[src/rtl/shape_cmd_pkg.sv]
// shape_cmd_pkg: packet field widths, offsets and output-stage states for shape_cmd_fifo
package shape_cmd_pkg;
  localparam int SHAPE_ADDR_W = 11;
  localparam int REG_ADDR_W = 12;
  localparam int DATA_W = 12;
  localparam int PKT_W = 35;
  localparam int SHAPE_LSB = 0;
  localparam int REG_LSB = 11;
  localparam int DATA_LSB = 23;
  typedef enum logic {S_EMPTY = 1'b0, S_PRESENT = 1'b1} out_state_e;
endpackage

[src/rtl/sync_fifo_mem.sv]
// sync_fifo_mem: DEPTH x W storage, registered write, asynchronous read
module sync_fifo_mem #(
  parameter int DEPTH = 16,
  parameter int ADDR_W = 4,
  parameter int W = 35
) (
  input  logic              clk,
  input  logic              we,
  input  logic [ADDR_W-1:0] wa,
  input  logic [W-1:0]      wd,
  input  logic [ADDR_W-1:0] ra,
  output logic [W-1:0]      rd
);
  logic [W-1:0] mem [DEPTH];
  always_ff @(posedge clk)
    if (we) mem[wa] <= wd;
  assign rd = mem[ra];
endmodule

[src/rtl/shape_cmd_fifo.sv]
// shape_cmd_fifo: queues received programming packets and presents them on a valid/ready write port
module shape_cmd_fifo
  import shape_cmd_pkg::*;
#(
  parameter int DEPTH = 16,
  parameter int ADDR_W = 4,
  parameter int DROP_CNT_W = 8
) (
  input  logic                    clk,
  input  logic                    rst_n,
  input  logic                    program_in,
  input  logic [SHAPE_ADDR_W-1:0] shape_addr_in,
  input  logic [REG_ADDR_W-1:0]   reg_addr_in,
  input  logic [DATA_W-1:0]       data_in,
  output logic                    wr_valid,
  input  logic                    wr_ready,
  output logic [SHAPE_ADDR_W-1:0] wr_shape_addr,
  output logic [REG_ADDR_W-1:0]   wr_reg_addr,
  output logic [DATA_W-1:0]       wr_data,
  output logic [ADDR_W:0]         fifo_count,
  output logic                    full,
  output logic                    overflow,
  output logic [DROP_CNT_W-1:0]   drop_count,
  input  logic                    clr_overflow
);
  logic [ADDR_W-1:0] rd_ptr, wr_ptr;
  logic [PKT_W-1:0] pkt_in, mem_rd, head, head_nx;
  out_state_e state, state_nx;
  logic push, pop, drop;
  assign pkt_in = {data_in, reg_addr_in, shape_addr_in};
  assign wr_valid = state == S_PRESENT;
  assign full = fifo_count == (ADDR_W+1)'(DEPTH);
  assign pop = wr_valid & wr_ready;
  assign push = program_in & (~full | pop);
  assign drop = program_in & full & ~pop;
  assign wr_shape_addr = head[SHAPE_LSB +: SHAPE_ADDR_W];
  assign wr_reg_addr = head[REG_LSB +: REG_ADDR_W];
  assign wr_data = head[DATA_LSB +: DATA_W];
  sync_fifo_mem #(.DEPTH(DEPTH), .ADDR_W(ADDR_W), .W(PKT_W)) u_mem (
    .clk(clk),
    .we (push),
    .wa (wr_ptr),
    .wd (pkt_in),
    .ra (rd_ptr + ADDR_W'(1)),
    .rd (mem_rd)
  );
  // The head lives both in the output register and at mem[rd_ptr]; on a pop the successor
  // comes from mem[rd_ptr+1], or straight from the input when the queue would drain.
  always_comb begin
    state_nx = state;
    head_nx = head;
    if (state == S_EMPTY) begin
      state_nx = push ? S_PRESENT : S_EMPTY;
      head_nx = push ? pkt_in : head;
    end else if (pop) begin
      state_nx = (fifo_count > (ADDR_W+1)'(1) || push) ? S_PRESENT : S_EMPTY;
      head_nx = fifo_count > (ADDR_W+1)'(1) ? mem_rd : push ? pkt_in : head;
    end
  end
  always_ff @(posedge clk) begin
    if (!rst_n) begin
      state <= S_EMPTY;
      head <= '0;
      rd_ptr <= '0;
      wr_ptr <= '0;
      fifo_count <= '0;
      overflow <= 1'b0;
      drop_count <= '0;
    end else begin
      state <= state_nx;
      head <= head_nx;
      rd_ptr <= pop ? rd_ptr + ADDR_W'(1) : rd_ptr;
      wr_ptr <= push ? wr_ptr + ADDR_W'(1) : wr_ptr;
      fifo_count <= fifo_count + (ADDR_W+1)'(push) - (ADDR_W+1)'(pop);
      overflow <= drop | (overflow & ~clr_overflow);
      drop_count <= drop ? (clr_overflow ? DROP_CNT_W'(1) : &drop_count ? drop_count : drop_count + DROP_CNT_W'(1))
                         : clr_overflow ? '0 : drop_count;
    end
  end
endmodule
[config.mk]
export PLATFORM = sky130hd
export DESIGN_NAME = shape_cmd_fifo
export DESIGN_NICKNAME = d
export VERILOG_FILES = /design/src/rtl/shape_cmd_pkg.sv /design/src/rtl/sync_fifo_mem.sv /design/src/rtl/shape_cmd_fifo.sv
export SDC_FILE = /design/constraint.sdc
export NUM_CORES = 1
export LEC_CHECK = 0
export BUFFER_PORTS_ARGS = -buffer_cell sky130_fd_sc_hd__buf_2
export CAP_MARGIN = 15
export CORE_ASPECT_RATIO = 1.1
export CORE_UTILIZATION = 45
export CTS_BUF_LIST = sky130_fd_sc_hd__clkbuf_4
export DETAILED_ROUTE_END_ITERATION = 8
export SYNTH_ARGS = -nofsm -noshare
export SYNTH_HDL_FRONTEND = slang
export SYNTH_SLANG_ARGS = --single-unit
[constraint.sdc]
create_clock -name clk -period 5.95 [get_ports clk]
set_clock_uncertainty 0.05 [all_clocks]
set_input_delay 1.4875 -clock clk [delete_from_list [all_inputs] [get_ports clk]]
set_output_delay 1.4875 -clock clk [all_outputs]
set_load 0.01 [all_outputs]
==> impl_metrics.ini <==
[clock_tree]
cts_setup_buffers = 0
cts_htree_levels = 4
clock_latency_ps = 960
cts_resized = 0
cts.reportedPaths.clkPinSlew_ps = 60
cts_buffers = 154
postCtsHoldBufs = 0
cts_tree = yes
cts_root_buffer = clkbuf_4
clock_sinks = 618
clock_path_buffers = 3

[grt]
grt_max_degree = 86
antenna_found_initial = 2
grt_pass1_vias = 14400
grtUsageTotal_pct = 21.3
grt_pass1_wl_mm = 86.6
overflow = 0

[synth]
yosysTopAreaCell = edfxtp_1
synth_top_flop_cell = edfxtp_1
avgSynthCellArea_um2 = 16.7
synth_compound_area_share_pct = 9.61
synthMuxAreaShare_pct = 11.4
synth_top_family_by_area = multiplexers
synth_adder_area_share_pct = 0.790
synth_edf_count = 560
yosys_warnings = 0
netlist_instances = 1484
synth_seq_cells = 618
ys_types = 43
synth.cell_area_um2 = 24700
yosysSeqAreaShare_pct = 72.7
synth-async-reset-ratio_pct = 0
synth.top_cell.area_share_pct = 68.0
synth-simple-area-share_pct = 3.10
synthXorXnorAreaFrac_pct = 0.461
syn_nets = 1539
synth.area.top_cells = edfxtp_1 (68%), mux2i_1 (11%), dfxtp_1 (4.7%)

[finish]
area_growth_pct = 14.4
fin_util_pct = 52.4
stdcell_area_um2 = 28300
final_nets = 1730
drive_above_1_share_pct = 24.9
final_cells = 2527

[sta]
finalCriticalPeriod_ps = 3670
hold_viol = 0
timing.final.crit_share_pct = 61.6
fmax_mhz = 273
worst_pin_slew_ps = 1060
hold-worst-slack_ps = 418
finalSetupViolCount = 0
setup_slack_ps = 2280
rsz0062_at_grt = no
finalSetupTns_ps = 0
slew_headroom_pct = 29.5
finalMaxSlewViolations = 0

[power_and_ir_drop]
power_per_cell_area_nw_per_um2 = 367
leakage_nw = 9.24
vdd_drop_max_mv = 0.137
total_power_mw = 10.4

[detailed_routing]
post-route-drc-count = 0
drtIter0Drc = 991
vias = 13900
drt-pass1-iter-count = 5
post_drt_wl_per_cell_um = 23.0
drt-vias-per-instance = 5.49
drtAntennaViolNets = 0
routed_wl_mm = 58.0

[critical_path]
slowest_delay_ps = 310
path_max_fanout = 6
endpoint_kind = output port
cp_slowest_cell = dfxtp_1
startpoint_type = register
cp.arrival_ps = 2130
worstPathRequired_ps = 4410
critPathKind = reg -> out
crit_chain = inv_1, ha_1, nor4bb_1, buf_4, buf_2

[placed_design]
routabilityCongestion = 0.761
dpl_cell_area_um2 = 26200
dp_hpwl_mm = 33.1
place_ws_ps = 1480
port_buffers = 90
dp_cells = 2246

[die]
floorplan.initialDensity_pct = 45.8
core_area_um2 = 54000
die_w_um = 225
ios = 91
die-height_um = 248
design.die.area_um2 = 55900
rows = 89

[run_status]
status = finished, final reports clean

[job]
maxCapViolCount = 0

[worst_hold_path]
hold_class = reg -> reg
layer usage:
layer,routed length (um),global-route usage [%],vias up
met4,1210,7.96,2
met1,24700,26.6,7050
met2,29300,35.7,373
met5,13,0,-
li1,-,-,6368
met3,2760,5.35,76
power breakdown:
part,total [mW],internal [mW],switching [mW]
clock network,3.69,2.03,1.66
logic,1.66,0.645,1.01
registers,5.03,4.93,0.0978
critical path: cells and delay by family (launching register included):
family | cells | cell delay [ps]
simple gates | 1 | 220
flops | 1 | 310
fa+ha+maj | 1 | 200
buf+inv | 3 | 460
worst paths after layout:
kind	startpoint	to	slack [ps]	cells past startpoint
max	fifo_count[3]	full	2280	5
min	head[20]	head[20]	420	2
max reg2reg	fifo_count[2]	u_mem.mem[15][12]	2470	9
min reg2reg	head[20]	head[20]	420	2
cell usage in the layout (no fill, tap or decap), drive strengths merged, types with 23 or more instances in the layout:
cell	n
edfxtp	560
a22oi	140
nand2	46
nor2b	37
o41ai	35
a211oi	35
clkbuf	237
clkinv	29
buf	127
dfxtp	58
a21oi	75
mux2i	282
nor2	23
cell usage after synthesis (5+ instances only):
| master | number |
|---|---|
| o41ai_2 | 30 |
| a21oi_1 | 75 |
| nor2_1 | 23 |
| edfxtp_1 | 560 |
| inv_1 | 10 |
| buf_2 | 46 |
| and2_1 | 13 |
| nand2_1 | 45 |
| nor2b_1 | 37 |
| dfxtp_1 | 58 |
| o21ai_0 | 5 |
| a22oi_2 | 5 |
| o41ai_1 | 5 |
| nor3_1 | 8 |
| a211oi_1 | 35 |
| a22oi_1 | 135 |
| xnor2_1 | 10 |
| mux2i_1 | 282 |
| ha_1 | 14 |
| clkbuf_1 | 40 |
| nand3_1 | 8 |
layout make-up:
type	count	area, um2
Inverter	11	41.3
Tap cell	728	911
Sequential cell	618	18000
Clock buffer	237	1780
Fill cell	4481	25700
Antenna cell	1	2.50
Clock inverter	42	302
Multi-Input combinational cell	763	6450
Timing Repair Buffer	127	823
state kept, by name, indices dropped and copies added (netlist names):
signal	count
drop_count	8
fifo_count	5
head	35
overflow	1
rd_ptr	4
u_mem.mem	560
wr_ptr	4
wr_valid	1
kinds of logic (layout without fill, tap and decap cells):
group | count (synthesis) | in the layout
DFF | 618 | 618
and+or+nand+nor | 151 | 151
xor gates and xnor gates | 13 | 13
buffers and inverters | 103 | 417
AOI/OAI and AO/OA | 302 | 302
other | 0 | 1
muxes | 282 | 282
adders and majority gates | 15 | 15
Power figures use the tool's default switching activity.
